File: src/rtl/gpr_writeback_queue.sv
// gpr_writeback_queue
//
// Buffers destination-register results from the LSU and the ALU and drains
// them into the register file's single write port at one write per cycle.
// Operand fetch uses o_pending_A/B to stall on read-after-write hazards until
// the queued result has been written.
//
// Ports:
//   i_clk, i_rst_n        clock (posedge), asynchronous active-low reset
//   i_flush               synchronous clear of all queued entries
//   i_lsu_*/o_lsu_ready   LSU result handshake (older instruction, enqueued first)
//   i_alu_*/o_alu_ready   ALU result handshake (one slot always kept for the LSU)
//   o_load_gpr*           registered register-file write strobe/select/data
//   i_check_A/B_sel       operand selects checked for pending writes
//   o_pending_A/B         a write to that register is queued or being written
//   o_count               number of occupied entries
module gpr_writeback_queue #(
    parameter int unsigned DEPTH = 4
) (
    input  logic                     i_clk,
    input  logic                     i_rst_n,
    input  logic                     i_flush,
    input  logic                     i_lsu_valid,
    output logic                     o_lsu_ready,
    input  logic [4:0]               i_lsu_sel,
    input  logic [31:0]              i_lsu_data,
    input  logic                     i_alu_valid,
    output logic                     o_alu_ready,
    input  logic [4:0]               i_alu_sel,
    input  logic [31:0]              i_alu_data,
    output logic                     o_load_gpr,
    output logic [4:0]               o_load_gpr_sel,
    output logic [31:0]              o_load_gpr_data,
    input  logic [4:0]               i_check_A_sel,
    input  logic [4:0]               i_check_B_sel,
    output logic                     o_pending_A,
    output logic                     o_pending_B,
    output logic [$clog2(DEPTH):0]   o_count
);

    localparam int unsigned AW = $clog2(DEPTH);
    localparam int unsigned CW = AW + 1;
    localparam logic [CW-1:0] FULL_CNT  = CW'(DEPTH);
    localparam logic [CW-1:0] ALU_LIMIT = CW'(DEPTH - 1);

    logic [4:0]    sel_mem  [DEPTH];
    logic [31:0]   data_mem [DEPTH];
    logic [AW-1:0] head;
    logic [AW-1:0] tail;
    logic [AW-1:0] alu_slot;
    logic          lsu_push;
    logic          alu_push;
    logic          pop;
    logic [CW-1:0] count_next;
    logic [DEPTH-1:0] occupied;

    // Ready depends only on the registered count. Keeping the ALU one slot
    // short means two enqueues plus the pop can never overflow.
    assign o_lsu_ready = (o_count < FULL_CNT);
    assign o_alu_ready = (o_count < ALU_LIMIT);

    // Handshakes to r0 complete but store nothing; flush discards everything.
    assign lsu_push = i_lsu_valid & o_lsu_ready & (i_lsu_sel != '0) & ~i_flush;
    assign alu_push = i_alu_valid & o_alu_ready & (i_alu_sel != '0) & ~i_flush;
    assign pop      = (o_count != '0);

    // ALU entry lands behind the LSU entry when both push in one cycle.
    assign alu_slot   = tail + AW'(lsu_push);
    assign count_next = o_count + CW'(lsu_push) + CW'(alu_push) - CW'(pop);

    // Storage is not reset; only occupied entries are ever observed.
    always_ff @(posedge i_clk) begin
        if (lsu_push) begin
            sel_mem[tail]  <= i_lsu_sel;
            data_mem[tail] <= i_lsu_data;
        end
        if (alu_push) begin
            sel_mem[alu_slot]  <= i_alu_sel;
            data_mem[alu_slot] <= i_alu_data;
        end
    end

    always_ff @(posedge i_clk or negedge i_rst_n) begin
        if (!i_rst_n) begin
            o_count         <= '0;
            head            <= '0;
            tail            <= '0;
            o_load_gpr      <= 1'b0;
            o_load_gpr_sel  <= '0;
            o_load_gpr_data <= '0;
        end else if (i_flush) begin
            o_count    <= '0;
            head       <= '0;
            tail       <= '0;
            o_load_gpr <= 1'b0;
        end else begin
            o_count <= count_next;
            tail    <= tail + AW'(lsu_push) + AW'(alu_push);
            if (pop) begin
                o_load_gpr      <= 1'b1;
                o_load_gpr_sel  <= sel_mem[head];
                o_load_gpr_data <= data_mem[head];
                head            <= head + AW'(1);
            end else begin
                o_load_gpr <= 1'b0;
            end
        end
    end

    // An entry is occupied when its distance from head (mod DEPTH) is below count.
    always_comb begin
        occupied = '0;
        for (int unsigned i = 0; i < DEPTH; i++) begin
            occupied[i] = ({1'b0, AW'(i) - head} < o_count);
        end
    end

    always_comb begin
        o_pending_A = o_load_gpr && (o_load_gpr_sel == i_check_A_sel);
        o_pending_B = o_load_gpr && (o_load_gpr_sel == i_check_B_sel);
        for (int unsigned i = 0; i < DEPTH; i++) begin
            if (occupied[i] && (sel_mem[i] == i_check_A_sel)) o_pending_A = 1'b1;
            if (occupied[i] && (sel_mem[i] == i_check_B_sel)) o_pending_B = 1'b1;
        end
        if (i_check_A_sel == '0) o_pending_A = 1'b0;
        if (i_check_B_sel == '0) o_pending_B = 1'b0;
    end

endmodule

File: config.mk
export PLATFORM = sky130hd
export DESIGN_NAME = gpr_writeback_queue
export DESIGN_NICKNAME = d
export VERILOG_FILES = /design/src/rtl/gpr_writeback_queue.sv
export SDC_FILE = /design/constraint.sdc
export NUM_CORES = 1
export LEC_CHECK = 0
export CORE_MARGIN = 1.5
export CORE_UTILIZATION = 50
export CTS_CLUSTER_DIAMETER = 80
export DETAILED_ROUTE_END_ITERATION = 10
export PLACE_DENSITY = 0.76
export SETUP_SLACK_MARGIN = 0.3
export SLEW_MARGIN = 0
export SYNTH_ARGS = -nofsm -noshare
export SYNTH_HDL_FRONTEND = slang
export SYNTH_SLANG_ARGS = --single-unit
File: constraint.sdc
create_clock -name i_clk -period 2.9 [get_ports i_clk]
set_input_delay 0.87 -clock i_clk [delete_from_list [all_inputs] [get_ports i_clk]]
set_output_delay 0.87 -clock i_clk [all_outputs]
set_load 0.02 [all_outputs]
# Word level (Yosys, flattened, before mapping)
# Memories as Yosys holds them, arrays and structs flattened. A register that Yosys moved wholly into a read port is not among the register bits.
# Index checks and enable logic that the tools add are counted.
[classes]
mul = 0
bitwise_logic = 7
n_eq_ne = 10
n_shift = 0
div_mod_pow = 0
n_lt_le_gt_ge = 6
add_sub_neg = 10
n_reduce_logical = 19
n_mux = 20
[ops]
columns = ["operator", "count"]
rows = [
  ["5-bit == test", 10],
  ["1-bit 2-to-1 mux", 16],
  ["2-bit by 3-bit less-than comparator with 1-bit output", 4],
  ["1-bit logical AND", 10],
  ["5-bit zero test", 2],
  ["5-bit nonzero test", 2],
  ["3-bit by 1-bit adder with 3-bit output", 2],
  ["1-bit bitwise AND", 6],
  ["2-bit 2-to-1 mux", 3],
  ["2-bit by 1-bit adder with 2-bit output", 2],
  ["1-bit by 2-bit subtractor with 2-bit output (first input constant)", 2],
  ["2-bit subtractor (first input constant)", 2],
  ["3-bit by 2-bit less-than comparator with 1-bit output (second input constant)", 1],
  ["3-bit less-than comparator (second input constant)", 1],
  ["3-bit 2-to-1 mux", 1],
  ["3-bit nonzero test", 1],
  ["3-bit by 1-bit subtractor with 3-bit output", 1],
  ["2-bit by 1-bit adder with 2-bit output (second input constant)", 1],
  ["1-bit zero test", 2],
  ["2-bit AND reduction", 1],
  ["2-bit nonzero test", 1],
  ["1-bit inverter", 1],
]
[word_totals]
reg_bits = 8
ram_bits = 148
latchBits = 0
inputBits = 89
mem_bits_ro = 0
out_inout_bits = 45
memories = 2
[memory_table]
columns = ["name", "depth", "word_bits", "rd", "rd_clocked_by_memory_dff", "write_ports", "line", "source"]
rows = [
  ["data_mem", 4, 32, 1, 1, 2, "47", "logic [31:0] data_mem [DEPTH];"],
  ["sel_mem", 4, 5, 5, 1, 2, "46", "logic [4:0] sel_mem [DEPTH];"],
]

# Longest topological paths before layout
[logic_depth]
ltp_word = 8
depth_mapped = 10
mapped_depth_nobuf = 8

# Least setup slack after synthesis
# OpenSTA, ideal clock, no wires.
[synth_path]
kind = "in2reg"
startpoint = "input port i_lsu_sel[0]"
endpoint = "memory data_mem[2][0] (enable)"
arrival_time_ns = 3.610
required_time_ns = 2.461
slack_ns = -1.149
stages = 8
cell_sequence = "or4_1 > o211ai_1 > inv_1 > ha_1 > nor3_2 > buf_6 > buf_6 > o21bai_1"
[synth_lines]
columns = ["element", "line", "source"]
rows = [
  ["start, declared", "25", "input logic [4:0] i_lsu_sel,"],
  ["end, declared", "47", ""],
]

==> impl_metrics.csv <==
group,metric,value,unit
status,status,"complete, but fails checks",
status,violations,"setup timing",
clock_network,clk-insertion-delay-late,0.45,ns
sta,fin_crit,3.438,ns
worst_setup_path,slowest_stage,"or4_4",
sta,timing.fmax,0.2908,GHz
logic_synthesis,syn_area,10110,um^2
cells_and_area,fillers,1038,
pwr,p_leak,0.005753,uW
worst_setup_path,startpoint_type,"primary input",
cells_and_area,syn_to_final_growth,49.45,%
worst_setup_path,cp_cell_sequence,"buf_2 -> or4_4 -> o211ai_1 -> buf_4 -> inv_4 -> ha_4 -> buf_12 -> xnor2_4 -> buf_6 -> nor3_4 -> buf_6 -> buf_12 -> buf_12 -> mux2_4",
pwr,power_frac_comb,45.7,%
logic_synthesis,post-synth-top-count-cell,"edfxtp_1",
detailed_routing,wl,32080,um
sta,timing.final.crit_share,118.6,%
logic_synthesis,synthCells,594,
global_route,grt_overflow,0,
placed_design,dp.cells,1037,
pwr,cellPowerDensity,784.6,nW/um^2
worst_setup_path,crit_top_cell,"buf_12",
pwr,power.share.sequential,33.9,%
floorplan,rows,51,
detailed_routing,vias,6849,
sta,rsz0062_at_grt,"true",
logic_synthesis,synth_top_area_share,43.95,%
pwr,p_int,7883,uW
placed_design,place_hpwl,16860,um
global_route,grt_pass1_vias,7245,
pwr,max-vdd-ir-drop,0.0005376,V
clock_network,cts_tree,"yes",
logic_synthesis,yosys.cell_types.count,36,
logic_synthesis,ys_warn_count,0,
detailed_routing,drt-initial-drc-count,462,
pwr,p_switching,3973,uW
logic_synthesis,synth-seq-cells,193,
worst_setup_path,crit_fanout,5,
flow_run,drv_cap,0,
floorplan,fp.dieW,145.2,um
global_route,grt_pass1_wl,45480,um
worst_setup_path,rrSetupSlack,0,ns
floorplan,die_h,145.2,um
clock_network,ctsHoldBuffers,0,
worst_setup_path,cp-startpoint,"i_lsu_sel[3]",
logic_synthesis,synthTopCellsByCount,"148 x edfxtp_1, 109 x mux2_2, 76 x mux2_4",
clock_network,cts_buffers,17,
global_route,antenna_found_initial,2,
detailed_routing,via_per_inst,5.930,
sta,worstMarginPinSlew,0.6426,ns
cells_and_area,fin_cells,1155,
pwr,swShare,33.51,%
cells_and_area,drive_gt1_share,52.36,%
clock_network,clockBufferDepth,2,
detailed_routing,ant_nets,0,
detailed_routing,wire_per_inst,27.77,um
sta,slew_violations,0,
floorplan,io_pins,134,
logic_synthesis,synth_edf_count,148,
worst_setup_path,worst-path-stages,14,
global_route,grt_start_max_net_pins,30,
worst_setup_path,r2r_cells,14,
worst_setup_path,critPathTopFamily,"buffers and inverters",
logic_synthesis,synth_area_leader_cell,"edfxtp_1",
sta,setup_ws,-0.5384,ns
placed_design,io_buffer_count,133,
worst_setup_path,path_buf_inv,8,
clock_network,h-tree-depth,4,
detailed_routing,drc,0,
worst_setup_path,max_stage_delay,0.51,ns
worst_setup_path,critPathCapture,"data_mem[2][27]",
sta,timing.hold.ws,0.4366,ns
clock_network,cts_sinks,193,
sta,hold_viol,0,
sta,fin_skew,0.01386,ns
sta,relSlewSlack,57.16,%
sta,setup_viol_count_final,300,
logic_synthesis,seq_area_frac_synth,55.09,%
floorplan,core,19650,um^2
min_path,hp-class,"primary input to async pin",
worst_setup_path,r2r_end,"data_mem[2][27]",
cells_and_area,postLayoutCellArea,15110,um^2
worst_setup_path,arrival,3.63,ns
logic_synthesis,async_flop_share,23.32,%
pwr,clkPwrFrac,20.4,%
cells_and_area,nets,974,
worst_setup_path,crit_type,"primary input to flip-flop",
logic_synthesis,syn_avg_cell_area,17.02,um^2
floorplan,dieArea,21080,um^2
detailed_routing,first_pass_iters,5,
placed_design,dpl-instance-area,12570,um^2
worst_setup_path,reg2reg_from,"o_count[2]",
global_route,grt_usage,29.43,%
logic_synthesis,syn-num-nets,693,
logic_synthesis,synthFlopType,"edfxtp_1",
logic_synthesis,yosys-top-cells-area,"edfxtp_1 44%, mux2_2 12%, mux2_4 11%",
clock_network,clkTransAtPathRegs,0.08,ns
worst_setup_path,cp.required,3.10,ns
clock_network,cts-root-buf,"clkbuf_16",
worst_setup_path,critPathCaptureType,"flip-flop",
placed_design,gp_congestion,0.8557,
floorplan,initial_core_util,51.45,%
sequential cells by signal, summed over array words and instances (netlist names):
name / count
o_load_gpr_data: 32
o_count: 3
o_load_gpr: 1
data_mem: 128
sel_mem: 20
head: 2
tail: 2
o_load_gpr_sel: 5
layer usage:
metal | up-vias | part of all wire, % | routed length (um) | track usage (%)
li1 | 2879 | - | - | -
met1 | 3515 | 36 | 11660 | 34.57
met2 | 358 | 53 | 17020 | 52.69
met3 | 97 | 5.2 | 1682 | 4.560
met4 | 0 | 5.3 | 1716 | 13.88
met5 | - | 0 | 0 | 0
per-stage QoR:
step	setup slack, ns	setup TNS (ns)	total power (uW)	util (%)
2_1_floorplan	-0.4885	-112.03	6510	-
3_3_place_gp	-0.9664	-268.96	8330	63.94
3_5_place_dp	-1.035	-284.56	8447	63.94
4_1_cts	-0.4292	-61.85	11530	75.57
5_1_grt	-0.5175	-118.87	12250	76.88
6_report	-0.5384	-118.63	11860	76.88
area by class of cell:
class	instances	area, um^2	share of cell area (%)
flip-flops and latches	193	5577	36.90
well taps	265	331.6	2.194
diodes	2	5.005	0.03312
repair buffers	303	3855	25.51
clock buffers	17	425.4	2.815
clock inverters	15	176.4	1.168
multi-input cells	352	4703	31.13
inverters	8	37.54	0.2484
worst min path at each step:
stage               slack, ns           startpoint  cells after the start             endpoint
floorplan                0.57              i_rst_n                      0              head[0]
global placement         0.49  o_load_gpr_data[13]                      1  o_load_gpr_data[13]
detailed placement       0.50   o_load_gpr_data[2]                      1   o_load_gpr_data[2]
CTS                      0.44              i_rst_n                      1  o_load_gpr_data[16]
global route             0.45              i_rst_n                      1  o_load_gpr_data[16]
finish                   0.44              i_rst_n                      1  o_load_gpr_data[16]
cell families (layout without fill, tap and decap cells):
family	count (synthesis)	after routing	synth area share, %
AOI/OAI and AO/OA	21	21	1.696
xor gates and xnor gates	57	57	4.938
adders and majority gates	10	10	1.386
buffers and inverters	49	343	2.809
DFF	193	193	55.09
muxes	222	222	31.67
other	0	2	0
and+or+nand+nor	42	42	2.413
placed cells by master, fill, tap and decap left out, types with 3 or more instances in the layout:
cell type	synthesis	final
mux2_4	76	148
edfxtp_1	148	148
clkdlybuf4s50_1	0	114
buf_4	0	56
buf_12	0	50
buf_6	12	42
dfrtp_1	45	42
mux4_2	37	37
mux2_2	109	37
xor2_1	34	33
buf_16	0	24
xnor2_1	23	20
clkbuf_16	0	17
nand3_1	9	9
dlygate4sd2_1	0	9
nor2_1	10	7
or4_1	7	6
o211ai_1	5	5
ha_1	8	5
inv_1	8	4
nor3_4	0	4
clkinvlp_4	0	4
inv_8	0	4
inv_4	0	3
nand2_1	3	3
nor3_1	3	3
a21oi_1	4	3
ha_4	0	3
clkinv_8	0	3
power by group through the flow:
stage	registers [uW]	logic, uW	clock network [uW]
2_1_floorplan	4290	2220	0
3_3_place_gp	3990	4340	0
3_5_place_dp	4030	4420	0
4_1_cts	3980	5160	2390
5_1_grt	4070	5630	2550
6_report	4020	5420	2420
repair_timing:
item	in CTS	in global routing
gates resized for setup	173	30
buffers inserted	47	13
pin swaps	16	9
endpoints found under the setup margin	304	304
cloned	24	0
Power figures use the tool's default switching activity.
